## config.mk

```make
export PLATFORM = sky130hd
export DESIGN_NAME = cronometro_0a99
export DESIGN_NICKNAME = d
export VERILOG_FILES = /design/src/rtl/cronometro_0a99_pkg.sv /design/src/rtl/cronometro_0a99_botao_pulso.sv /design/src/rtl/cronometro_0a99.sv
export SDC_FILE = /design/constraint.sdc
export NUM_CORES = 1
export LEC_CHECK = 0
export BUFFER_PORTS_ARGS = -buffer_cell sky130_fd_sc_hd__buf_2
export CAP_MARGIN = 15
export CORE_ASPECT_RATIO = 1.4
export CORE_UTILIZATION = 25
export CTS_BUF_LIST = sky130_fd_sc_hd__clkbuf_4
export DETAILED_ROUTE_END_ITERATION = 10
export GPL_ROUTABILITY_DRIVEN = 0
export SETUP_SLACK_MARGIN = 0.2
export SLEW_MARGIN = 15
export SYNTH_ARGS = -nofsm -noshare
export SYNTH_HDL_FRONTEND = slang
export SYNTH_HIERARCHICAL = 1
export SYNTH_SLANG_ARGS = --single-unit
export TNS_END_PERCENT = 50
```

## constraint.sdc

```tcl
create_clock -name clk -period 2.4 [get_ports clk]
set_clock_uncertainty 0.1 [all_clocks]
set_input_delay 0.48 -clock clk [delete_from_list [all_inputs] [get_ports clk]]
set_output_delay 0.48 -clock clk [all_outputs]
set_load 0.05 [all_outputs]
```

## src/rtl/cronometro_0a99_pkg.sv

```systemverilog
// Shared types and limits for the cronometro_0a99 seconds counter.
package cronometro_0a99_pkg;

  localparam int VALOR_MAX = 99;
  localparam int VALOR_W   = 7;

  typedef enum logic [1:0] {
    IDLE     = 2'd0,
    RUNNING  = 2'd1,
    PAUSED   = 2'd2,
    FINISHED = 2'd3
  } estado_t;

endpackage

```

## src/rtl/cronometro_0a99_botao_pulso.sv

```systemverilog
// Button conditioner: 2-FF synchroniser, debounce filter when CRONOMETRO_DEBOUNCE_EN
// is defined, then a registered one-cycle pulse on each accepted rising level.
module botao_pulso #(
  parameter int DEB_CYCLES = 1_000_000
) (
  input  logic i_clk,
  input  logic i_rst_n,
  input  logic i_btn,
  output logic o_pulso
);

  if (DEB_CYCLES < 1) begin : g_chk_deb
    $error("botao_pulso: DEB_CYCLES must be at least 1");
  end

  logic r_sync1;
  logic r_sync2;
  logic r_prev;
  logic r_pulso;
  logic w_nivel;

  always_ff @(posedge i_clk or negedge i_rst_n) begin
    if (!i_rst_n) begin
      r_sync1 <= 1'b0;
      r_sync2 <= 1'b0;
    end else begin
      r_sync1 <= i_btn;
      r_sync2 <= r_sync1;
    end
  end

`ifdef CRONOMETRO_DEBOUNCE_EN
  localparam int CW = (DEB_CYCLES > 1) ? $clog2(DEB_CYCLES) : 1;

  logic [CW-1:0] r_cnt;
  logic          r_filt;

  // The filtered level flips only after DEB_CYCLES consecutive samples disagree with it.
  always_ff @(posedge i_clk or negedge i_rst_n) begin
    if (!i_rst_n) begin
      r_cnt  <= '0;
      r_filt <= 1'b0;
    end else if (r_sync2 == r_filt) begin
      r_cnt <= '0;
    end else if (r_cnt == CW'(DEB_CYCLES - 1)) begin
      r_filt <= r_sync2;
      r_cnt  <= '0;
    end else begin
      r_cnt <= r_cnt + 1'b1;
    end
  end

  assign w_nivel = r_filt;
`else
  assign w_nivel = r_sync2;
`endif

  always_ff @(posedge i_clk or negedge i_rst_n) begin
    if (!i_rst_n) begin
      r_prev  <= 1'b0;
      r_pulso <= 1'b0;
    end else begin
      r_prev  <= w_nivel;
      r_pulso <= w_nivel & ~r_prev;
    end
  end

  assign o_pulso = r_pulso;

endmodule

```

## src/rtl/cronometro_0a99.sv

```systemverilog
// Start/pause/clear seconds counter 0..LIMIT feeding the 7-segment display stage.
// Button debounce is compiled in only when CRONOMETRO_DEBOUNCE_EN is defined.
module cronometro_0a99
  import cronometro_0a99_pkg::*;
#(
  parameter int TICK_DIV   = 50_000_000,
  parameter int LIMIT      = VALOR_MAX,
  parameter int DEB_CYCLES = 1_000_000
) (
  input  logic               clk,
  input  logic               reset,
  input  logic               btn_start,
  input  logic               btn_clear,
  output logic [VALOR_W-1:0] valor,
  output logic               rodando,
  output logic               fim
);

  if (TICK_DIV < 2) begin : g_chk_div
    $error("cronometro_0a99: TICK_DIV must be at least 2");
  end
  if (LIMIT < 1 || LIMIT > VALOR_MAX) begin : g_chk_lim
    $error("cronometro_0a99: LIMIT out of range 1..99");
  end

  localparam int PW = $clog2(TICK_DIV);

  logic w_start_p;
  logic w_clear_p;
  logic w_tick;

  estado_t            r_estado;
  estado_t            w_estado_nx;
  logic [PW-1:0]      r_presc;
  logic [PW-1:0]      w_presc_nx;
  logic [VALOR_W-1:0] r_valor;
  logic [VALOR_W-1:0] w_valor_nx;
  logic               r_rodando;
  logic               r_fim;

  botao_pulso #(.DEB_CYCLES(DEB_CYCLES)) u_btn_start (
    .i_clk   (clk),
    .i_rst_n (reset),
    .i_btn   (btn_start),
    .o_pulso (w_start_p)
  );

  botao_pulso #(.DEB_CYCLES(DEB_CYCLES)) u_btn_clear (
    .i_clk   (clk),
    .i_rst_n (reset),
    .i_btn   (btn_clear),
    .o_pulso (w_clear_p)
  );

  assign w_tick = (r_estado == RUNNING) && (r_presc == PW'(TICK_DIV - 1));

  always_ff @(posedge clk or negedge reset) begin
    if (!reset) begin
      r_estado  <= IDLE;
      r_presc   <= '0;
      r_valor   <= '0;
      r_rodando <= 1'b0;
      r_fim     <= 1'b0;
    end else begin
      r_estado  <= w_estado_nx;
      r_presc   <= w_presc_nx;
      r_valor   <= w_valor_nx;
      r_rodando <= (w_estado_nx == RUNNING);
      r_fim     <= (w_estado_nx == FINISHED);
    end
  end

  always_comb begin
    w_estado_nx = r_estado;
    w_presc_nx  = r_presc;
    w_valor_nx  = r_valor;

    if (r_estado == RUNNING) begin
      w_presc_nx = w_tick ? '0 : r_presc + 1'b1;
    end

    if (w_tick) begin
      w_valor_nx = r_valor + 1'b1;
      if (r_valor == VALOR_W'(LIMIT - 1)) begin
        w_estado_nx = FINISHED;
      end
    end

    // Clear overrides both the tick and a simultaneous start.
    if (w_clear_p) begin
      w_estado_nx = IDLE;
      w_valor_nx  = '0;
      w_presc_nx  = '0;
    end else if (w_start_p) begin
      case (r_estado)
        IDLE: begin
          w_estado_nx = RUNNING;
          w_presc_nx  = '0;
        end
        RUNNING: begin
          if (w_estado_nx != FINISHED) begin
            w_estado_nx = PAUSED;
          end
        end
        PAUSED:   w_estado_nx = RUNNING;
        default:  w_estado_nx = r_estado;
      endcase
    end
  end

  assign valor   = r_valor;
  assign rodando = r_rodando;
  assign fim     = r_fim;

endmodule

```

==> out/qor.yml, run 1 <==
slowest_delay_ns: 0.43
syn_nets: 240
maxSlewViolCount: 0
synthMuxAreaShare_pct: 2.83
yosys.cell_types.count: 46
cts_buffers: 5
worstSetupStartpointType: "register"
dpl-instance-area_sq_mm: 0.00251
crit_arrival_ns: 2.23
worst_slew_pin_slew_ns: 0.541
area_growth_pct: 13.4
clk-insertion-delay-late_ns: 0.36
hold_class: "in2reg"
drv_cap: 0
r2r_cells: 5
rows: 41
synth_xor_area_share_pct: 4.19
fin_crit_sh_pct: 86.2
drive_gt1_share_pct: 17.9
synth_top_family_by_area: "simple AND/OR/NAND/NOR gates"
hpwl_um: 3760
ios: 13
num-nets-final: 258
fmaxAchievable_ghz: 0.483
syn_area_sq_mm: 0.00230
end_kind: "register"
start_util_pct: 25.6
die_y_um: 115
p_sw_share_pct: 27.3
yosysTopAreaCell: "dfrtp_1"
core_sq_mm: 0.00898
seq_area_frac_synth_pct: 49.0
r2r-end: "valor[5]"
seqPwrFrac_pct: 61.9
reg2reg_slack_ns: 0.33
post_drt_wl_per_cell_um: 14.0
ant_nets: 0
ys_ff_latch: 45
path_buf_inv: 0
cts_max_path_buffers: 2
num_vias: 1872
ir_drop_v: 0.000286
rsz0062_at_grt: "true"
crit_slowest_cell: "dfrtp_1"
cts_tree: "yes"
p_switching_w: 0.000356
intPower_w: 0.000949
hold_end: "u_btn_clear/r_sync1"
synth_top_area_share_pct: 49.0
drt_iter0_drc: 82
critPathMaxFanout: 8
synthFlopType: "dfrtp_1"
status: "completed"
hold_viol_final: 0
grt_usage_pct: 11.1
relSlewSlack_pct: 63.9
fin_setup_tns_ns: 0
yosysWarnings: 6
dpl.cell_count: 348
yosys.cell_count.top_type: "dfrtp_1"
setup_viol: 0
fin_cells: 359
synth_area_leaders: "dfrtp_1 49%, nor2_1 3.6%, or3_1 3.3%, a21oi_1 3.0%, nand3_1 3.0%"
fillers: 918
clk_pin_slew_ns: 0.13
hold_start: "btn_clear"
stdcell_area_sq_mm: 0.00261
grt_pass1_vias: 1847
die-area_sq_mm: 0.00959
num_antenna_cells: 0
synth_edf_count: 0
power_frac_comb_pct: 9.0
fin_crit_ns: 2.07
synth-simple-area-share_pct: 29.1
p_per_area_mw_per_mm2: 500
hold_depth: 1
path_class: "reg2reg"
cp.required_ns: 2.56
clockRootBuffer: "clkbuf_4"
cts.sinks: 45
synth_compound_area_share_pct: 10.1
synthCells: 233
h-tree-depth: 2
grt_antenna_before_repair: 0
wl_um: 5030
dr.pass1.iters: 5
die-width_um: 83.1
io_buffers: 12
path_delay_family: "simple AND/OR/NAND/NOR gates"
yosys-top-cells-count: "45 x dfrtp_1, 22 x nor2_1, 14 x a21oi_1, 14 x nand3_1, 12 x or3_1"
route.detailed.drc: 0
r2r-start: "r_presc[0]"
grt_pass1_wl_um: 8690
grt-ovfl-total: 0
synth.avg_cell_area_sq_um: 9.87
async_flop_share_pct: 100
p_leak_nw: 1.07
grt_max_degree: 25
worstPathCellList: "ha_1, and4b_1, nand4_2, nor4_1, mux2_2"
avgViaCountPerCell: 5.21
pwr-share-clk_pct: 29.1
yosys.area_share.adder_pct: 1.63
cell usage in the layout, fill, tap and decap left out, types with 3 or more instances in the layout:
cell type and count:
xor2_1 5, clkbuf_4 6, inv_1 7, nor3_1 5, buf_4 8, a21oi_1 14, nand2_1 11, or3_1 11
nand3_1 14, and4_1 5, nor4_1 5, nor2b_1 5, xnor2_1 6, ha_1 3, o21ai_0 9, mux2_2 4
nor2_1 22, o31ai_1 4, buf_2 12, nand4_1 10, dfrtp_1 45, or4_1 5
what timing repair did:
item,in CTS,in global routing
resized for setup,0,2
endpoints found under the hold margin,22,0
hold buffers,1,0
buffers inserted,0,2
setup endpoints to repair,0,7
how the worst max path moves through the flow:
stage / end / slack, ns / startpoint / depth (start not counted)
floorplan: valor[5] / 0.45 / r_presc[0] / 6
global placement: valor[5] / 0.34 / r_presc[9] / 4
detailed placement: fim / 0.29 / r_presc[7] / 4
CTS: fim / 0.26 / r_presc[7] / 4
global route: valor[5] / 0.15 / r_presc[0] / 5
finish: valor[5] / 0.33 / r_presc[0] / 5
flip-flops by register name (all words and copies together), names as in the netlist:
register / count
r_presc: 26
valor: 7
r_estado: 2
fim: 1
rodando: 1
u_btn_clear/o_pulso: 1
u_btn_clear/r_prev: 1
u_btn_clear/r_sync1: 1
u_btn_clear/r_sync2: 1
u_btn_start/o_pulso: 1
u_btn_start/r_prev: 1
u_btn_start/r_sync1: 1
u_btn_start/r_sync2: 1
area by class of cell:
class | instances | area [sq um] | area share [%]
clock inverters | 2 | 15.0 | 0.576
multi-input cells | 170 | 1110 | 42.6
inverters | 7 | 26.3 | 1.01
well taps | 107 | 134 | 5.13
clock buffers | 6 | 45.0 | 1.73
flip-flops and latches | 45 | 1130 | 43.2
repair buffers | 22 | 150 | 5.76
cells by family after synthesis:
group,after synthesis
AOI/OAI and AO/OA,38
xor gates and xnor gates,11
adders and majority gates,3
buffers and inverters,18
DFF,45
muxes,6
and+or+nand+nor,112
power groups by stage:
stage,clock (W),combinational [W],sequential (W)
after floorplan,0,0.0000666,0.000823
after global placement,0,0.000115,0.000821
after detailed placement,0,0.000118,0.000823
after CTS,0.000395,0.000120,0.000808
after global routing,0.000423,0.000132,0.000814
final,0.000380,0.000118,0.000807
metrics by stage:
| step | hold slack (ns) | utilization (%) | worst slack [ns] | total power [W] |
|---|---|---|---|---|
| global route | 0.0886 | 29.0 | 0.152 | 0.00137 |
| detailed placement | 0.236 | 28.0 | 0.289 | 0.000941 |
| CTS | 0.101 | 28.8 | 0.263 | 0.00132 |
| floorplan | 0.0844 | - | 0.453 | 0.000889 |
| global placement | 0.233 | 28.0 | 0.339 | 0.000936 |
| finish | 0.118 | 29.0 | 0.330 | 0.00130 |
per-layer routing:
metal	part of all wire, %	GRT usage, %	vias to the layer above
met3	2.4	1.92	10
met2	54	21.6	32
met1	41	12.0	936
met5	0	0	-
met4	2.0	4.02	0
li1	-	-	894
No activity file was read; power rests on OpenSTA's default activity.
==> run 2, diff against run 1 <==
- REMOVE_ABC_BUFFERS: unset -> 1
- SYNTH_HIERARCHICAL: 1 -> unset
==> out/qor.yml, run 2 <==
status: "complete, but fails checks"  # was completed
failed_checks: "design-rule violations"
top_register: "r_presc"  # unchanged
synth_area_leaders: "dfrtp_1 48%, a21oi_1 3.8%, nor2_1 3.2%, nand4_1 2.7%, xnor2_1 2.6%"  # was dfrtp_1 49%, nor2_1 3.6%, or3_1 3.3%, a21oi_1 3.0%, nand3_1 3.0%
route.detailed.drc: 6  # was 0
worstSetupStartpointType: "register"  # unchanged
cts_buffers: 5  # unchanged
io_buffers: 12  # unchanged
syn_area_sq_mm: 0.00234  # was 0.00230 sq mm
pwr-share-clk_pct: 28.7  # was 29.1%
yosysTopAreaCell: "dfrtp_1"  # unchanged
fmaxAchievable_ghz: 0.441  # was 0.483 GHz
holdWs_ns: 0.0406  # was 0.118 ns
post_drt_wl_per_cell_um: 13.5  # was 14.0 um
wl_um: 5340  # was 5030 um
synthFlopType: "dfrtp_1"  # unchanged
grt_usage_pct: 11.7  # was 11.1%
relSlewSlack_pct: 63.0  # was 63.9%
drt_iter0_drc: 102  # was 82
p_switching_w: 0.000375  # was 0.000356 W
synthCells: 243  # was 233
critPathMaxFanout: 8  # unchanged
clockRootBuffer: "clkbuf_4"  # unchanged
p_per_area_mw_per_mm2: 454  # was 500 mW/mm^2
dr.pass1.iters: 9  # was 5
yosysWarnings: 0  # was 6
yosys.cell_count.top_type: "dfrtp_1"  # unchanged
die_y_um: 117  # was 115 um
h-tree-depth: 2  # unchanged
fin_util_pct: 32.7  # was 29.0%
rsz0062_at_grt: "true"  # unchanged
start_util_pct: 25.8  # was 25.6%
final_common_cell: "dfrtp_1"  # unchanged
largest_register_ffs: 26  # unchanged
setup_viol: 0  # unchanged
yosys.cell_types.count: 46  # unchanged
cts_tree: "yes"  # unchanged
die-width_um: 83.9  # was 83.1 um
power_frac_comb_pct: 12.2  # was 9.0%
area_growth_pct: 26.7  # was 13.4%
avgViaCountPerCell: 5.08  # was 5.21
cts.sinks: 45  # unchanged
seqPwrFrac_pct: 59.1  # was 61.9%
grt_pass1_vias: 1933  # was 1847
ys_ff_latch: 45  # unchanged
cts_max_path_buffers: 2  # unchanged
cp.required_ns: 2.60  # was 2.56 ns
ir_drop_v: 0.000193  # was 0.000286 V
grt_antenna_before_repair: 0  # unchanged
regArea_sq_mm: 0.00113  # unchanged
synth.avg_cell_area_sq_um: 9.65  # was 9.87 sq um
mostFrequentLayoutCells: "45 x dfrtp_1, 36 x buf_4, 20 x nor2_1"  # was 45 x dfrtp_1, 22 x nor2_1, 14 x nand3_1, 14 x a21oi_1, 12 x buf_2
drive_gt1_share_pct: 31.4  # was 17.9%
clk_pin_slew_ns: 0.15  # was 0.13 ns
grt_pass1_wl_um: 9010  # was 8690 um
async_flop_share_pct: 100  # unchanged
multi_input_area_sq_mm: 0.00121  # was 0.00111 sq mm
p_sw_share_pct: 27.9  # was 27.3%
synth_top_area_share_pct: 48.0  # was 49.0%
clk-insertion-delay-late_ns: 0.39  # was 0.36 ns
p_leak_nw: 1.21  # was 1.07 nW
synth_edf_count: 0  # unchanged
crit_arrival_ns: 2.47  # was 2.23 ns
fin_crit_ns: 2.27  # was 2.07 ns
grt-ovfl-total: 0  # unchanged
num_antenna_cells: 0  # unchanged
ios: 13  # unchanged
hpwl_um: 3660  # was 3760 um
rows: 41  # unchanged
ant_nets: 0  # unchanged
num-nets-final: 296  # was 258
worst_slew_pin_slew_ns: 0.555  # was 0.541 ns
yosys-top-cells-count: "45 x dfrtp_1, 20 x nor2_1, 18 x a21oi_1"  # was 45 x dfrtp_1, 22 x nor2_1, 14 x a21oi_1, 14 x nand3_1, 12 x or3_1
seq_area_frac_synth_pct: 48.0  # was 49.0%
die-area_sq_mm: 0.00978  # was 0.00959 sq mm
path_class: "reg2reg"  # unchanged
hold_viol_final: 0  # unchanged
end_kind: "register"  # unchanged
fillers: 902  # was 918
drv_cap: 0  # unchanged
grt_max_degree: 46  # was 25
maxSlewViolCount: 0  # unchanged
num_vias: 2017  # was 1872
fin_crit_sh_pct: 94.5  # was 86.2%
intPower_w: 0.000972  # was 0.000949 W
hold_class: "in2async"  # was in2reg
core_sq_mm: 0.00908  # was 0.00898 sq mm
-- run 2: cell types whose count changed after synthesis, sizes merged, moves of 3 or more --
cell / previous run / this run
nor2b: 7 / 4
nand3: 14 / 11
and4: 6 / 2
a21oi: 15 / 18
or2: 2 / 5
xor2: 5 / 2
or4b: 0 / 5
nor3: 5 / 8
o41ai: 0 / 3
or4: 6 / 9
-- run 2: kinds of logic after synthesis --
| logic type | share of synthesized area, % |
|---|---|
| mux | 1.44 |
| xor+xnor | 3.36 |
| fa+ha+maj | 1.60 |
| buf+inv | 4.27 |
| simple gates | 28.2 |
| compound gates | 13.1 |
| flops | 48.0 |
-- run 2: power by group through the flow --
| stage | clock, W | combinational, W | sequential [W] |
|---|---|---|---|
| final | 0.000387 | 0.000165 | 0.000796 |
| after global routing | 0.000430 | 0.000180 | 0.000800 |
| after CTS | 0.000409 | 0.000156 | 0.000796 |
| after detailed placement | 0 | 0.000144 | 0.000811 |
| after global placement | 0 | 0.000142 | 0.000809 |
| after floorplan | 0 | 0.0000511 | 0.000829 |
-- run 2: layout make-up --
class,count,area share [%]
Clock buffer,5,1.26
Clock inverter,3,0.758
Inverter,9,1.14
Multi-Input combinational cell,175,40.9
Sequential cell,45,37.9
Tap cell,107,4.51
Timing Repair Buffer,53,13.6
-- run 2: worst paths after layout --
check	start	to	slack, ns	cells past startpoint
worst max-delay path	r_presc[11]	valor[6]	0.13	4
worst min-delay path	reset	u_btn_clear.o_pulso	0.04	2
worst max register to register	r_presc[11]	valor[6]	0.13	4
worst min register to register	u_btn_clear.r_sync1	u_btn_clear.r_sync2	0.25	0
max in group asynchronous	reset	r_presc[14]	1.77	2
min in group clk	btn_clear	u_btn_clear.r_sync1	0.09	1
-- run 2: layer usage --
metal	GRT usage, %	up-vias	share of wire, %	wire, um
met5	0	-	0	0
met4	6.44	0	2.7	142
met3	2.83	12	2.3	125
met2	21.6	24	52	2780
met1	12.4	991	43	2300
li1	-	990	-	-
-- run 2: worst max-delay path, stage by stage, from the launching register on --
cell     delay (ns)
dfrtp_1        0.39
or4b_1         0.52
or4_4          0.57
nor4_2         0.25
mux2_2         0.36
-- run 2: timing repair --
action	CTS	global route
endpoints found under the setup margin	28	28
gates resized for setup	19	3
buffers inserted	8	2
gates cloned	1	1
hold buffers	0	0
pin swaps	6	6
-- run 2: metrics by stage --
step | std cells | setup TNS (ns) | worst slack (ns) | cell area, sq um | power (W)
2_1_floorplan | 229 | -3.20 | -0.179 | 2280 | 0.000880
3_3_place_gp | 377 | 0 | 0.0150 | 2700 | 0.000951
3_5_place_dp | 377 | -0.0521 | -0.0284 | 2700 | 0.000955
4_1_cts | 394 | 0 | 0.122 | 2920 | 0.00136
5_1_grt | 397 | 0 | 0.0682 | 2970 | 0.00141
6_report | 397 | 0 | 0.131 | 2970 | 0.00135
==> run 3, diff against run 2 <==
- CELL_PAD_IN_SITES_DETAIL_PLACEMENT: unset -> 0
- CELL_PAD_IN_SITES_GLOBAL_PLACEMENT: unset -> 2
- CORE_UTILIZATION: 25 -> 40
- PLACE_DENSITY_LB_ADDON: unset -> 0.1
- REMOVE_ABC_BUFFERS: 1 -> unset
==> out/qor.yml, run 3 (synthesized netlist as in run 2, its figures left out) <==
grt_pass1_vias: 2106  # was 1933
clockRootBuffer: "clkbuf_4"  # unchanged
grt_antenna_before_repair: 0  # unchanged
path_class: "reg2reg"  # unchanged
slowest_delay_ns: 0.62  # was 0.57 ns
hpwl_um: 4050  # was 3660 um
drt_iter0_drc: 84  # was 102
fmaxAchievable_ghz: 0.442  # was 0.441 GHz
drv_cap: 0  # unchanged
avgViaCountPerCell: 5.74  # was 5.08
path_buf_inv: 1  # was 0
h-tree-depth: 2  # unchanged
wl_um: 6040  # was 5340 um
start_util_pct: 42.1  # was 25.8%
num_antenna_cells: 0  # unchanged
dpl-instance-area_sq_mm: 0.00265  # was 0.00270 sq mm
die_y_um: 92.6  # was 117 um
crit_arrival_ns: 2.45  # was 2.47 ns
drive_gt1_share_pct: 36.1  # was 31.4%
clk-insertion-delay-late_ns: 0.36  # was 0.39 ns
stdcell_area_sq_mm: 0.00308  # was 0.00297 sq mm
fin_setup_tns_ns: 0  # unchanged
grt-ovfl-total: 0  # unchanged
grt_pass1_wl_um: 9980  # was 9010 um
fin_crit_sh_pct: 94.2  # was 94.5%
worstSetupStartpointType: "register"  # unchanged
r2r_cells: 5  # was 4
worstPathCellList: "buf_6, nand4b_1, or4_4, or4_1, a21oi_1"  # was or4b_1, or4_4, nor4_2, mux2_2
rows: 32  # was 41
route.detailed.drc: 0  # was 6
area_growth_pct: 31.4  # was 26.7%
path_delay_family: "simple AND/OR/NAND/NOR gates"  # unchanged
grt_max_degree: 26  # was 46
die-width_um: 66.7  # was 83.9 um
hold_depth: 1
cts_max_path_buffers: 2  # unchanged
p_leak_nw: 1.26  # was 1.21 nW
die-area_sq_mm: 0.00618  # was 0.00978 sq mm
hold_start: "btn_clear"
top_register: "r_presc"  # unchanged
dr.pass1.iters: 4  # was 9
num-nets-final: 303  # was 296
hold_end: "u_btn_clear.r_sync1"
reg2reg_slack_ns: 0.14  # was 0.13 ns
cts.sinks: 45  # unchanged
largest_register_ffs: 26  # unchanged
grt_usage_pct: 21.5  # was 11.7%
cts_tree: "yes"  # unchanged
rsz0062_at_grt: "true"  # unchanged
num_vias: 2088  # was 2017
crit_slowest_cell: "or4_4"  # unchanged
fin_util_pct: 55.4  # was 32.7%
mostFrequentLayoutCells: "45 x dfrtp_1, 38 x buf_4, 20 x nor2_1"  # was 45 x dfrtp_1, 36 x buf_4, 20 x nor2_1
status: "completed"  # was complete, but fails checks
final_common_cell: "dfrtp_1"  # unchanged
core_sq_mm: 0.00557  # was 0.00908 sq mm
fin_crit_ns: 2.26  # was 2.27 ns
hold_viol_final: 0  # unchanged
relSlewSlack_pct: 61.6  # was 63.0%
ir_drop_v: 0.000291  # was 0.000193 V
ant_nets: 0  # unchanged
cts_buffers: 5  # unchanged
setup_viol: 0  # unchanged
end_kind: "register"  # unchanged
r2r-start: "r_estado[1]"  # was r_presc[11]
post_drt_wl_per_cell_um: 16.6  # was 13.5 um
cp.required_ns: 2.59  # was 2.60 ns
hold_class: "in2reg"  # was in2async
r2r-end: "r_presc[23]"  # was valor[6]
critPathMaxFanout: 5  # was 8
ios: 13  # unchanged
holdWs_ns: 0.123  # was 0.0406 ns
worst_slew_pin_slew_ns: 0.576  # was 0.555 ns
p_per_area_mw_per_mm2: 461  # was 454 mW/mm^2
clk_pin_slew_ns: 0.13  # was 0.15 ns
io_buffers: 12  # unchanged
maxSlewViolCount: 0  # unchanged
p_total_w: 0.00142  # was 0.00135 W
syn_nets: 250
## run 3: changes by cell type in the layout (fill, tap and decap cells not counted), moves of 2 or more
cell / previous run / this run
buf_6: 2 / 5
a21oi_2: 3 / 6
or3_1: 8 / 5
a21oi_1: 15 / 12
buf_4: 36 / 38
clkinv_4: 2 / 0
buf_8: 0 / 2
o21ai_1: 1 / 4
o21ai_0: 10 / 7
or3_4: 1 / 4
## run 3: layout make-up
class | instances | area (sq um)
sequential | 45 | 1130
timing repair buffer | 60 | 472
clock inverter | 2 | 35.0
fill | 503 | 2480
tap | 68 | 85.1
inverter | 9 | 33.8
multi-input combinational | 175 | 1290
clock buffer | 5 | 37.5
## run 3: worst reg2reg max path, delay by kind of cell (launching register included)
kind / cells / cell delay, ns
AO/OA/AOI/OAI: 1 / 0.15
flip-flops: 1 / 0.44
AND/OR/NAND/NOR: 3 / 1.37
buffers and inverters: 1 / 0.13
## run 3: per-layer routing
layer / up-vias / global-route usage (%) / wire length [um]
met3: 7 / 3.94 / 166
met4: 0 / 8.16 / 106
met1: 1048 / 25.7 / 2570
li1: 1001 / - / -
met5: - / 0 / 0
met2: 32 / 37.3 / 3200
## run 3: timing repair
item | CTS | global route
pin swaps | 3 | 14
cloned | 1 | 1
gates resized for setup | 14 | 30
hold buffers | 1 | 0
setup endpoints to repair | 30 | 30
buffers inserted | 4 | 13
endpoints found under the hold margin | 8 | 0
## run 3: how the worst max path moves through the flow
stage / start / endpoint / slack, ns / cells after the start
after floorplan: r_presc[10] / rodando / 0.05 / 6
after global placement: r_presc[7] / rodando / 0.06 / 4
after detailed placement: r_presc[7] / valor[5] / 0.02 / 4
after CTS: r_presc[11] / rodando / 0.13 / 4
after global routing: r_estado[1] / r_presc[23] / 0.06 / 5
final: r_estado[1] / r_presc[23] / 0.14 / 5
## run 3: stage by stage
stage	instances	setup slack, ns
2_1_floorplan	243	0.0509
3_5_place_dp	337	0.0176
6_report	364	0.140
3_3_place_gp	337	0.0617
5_1_grt	364	0.0572
4_1_cts	350	0.129
## run 3: where the power goes
group	switching, W	internal [W]	leakage, nW	total [W]
clock network	0.000247	0.000212	0.0410	0.000460
registers	0.0000197	0.000781	0.607	0.000800
logic	0.0000893	0.0000712	0.613	0.000161
total	0.000356	0.00106	1.26	0.00142
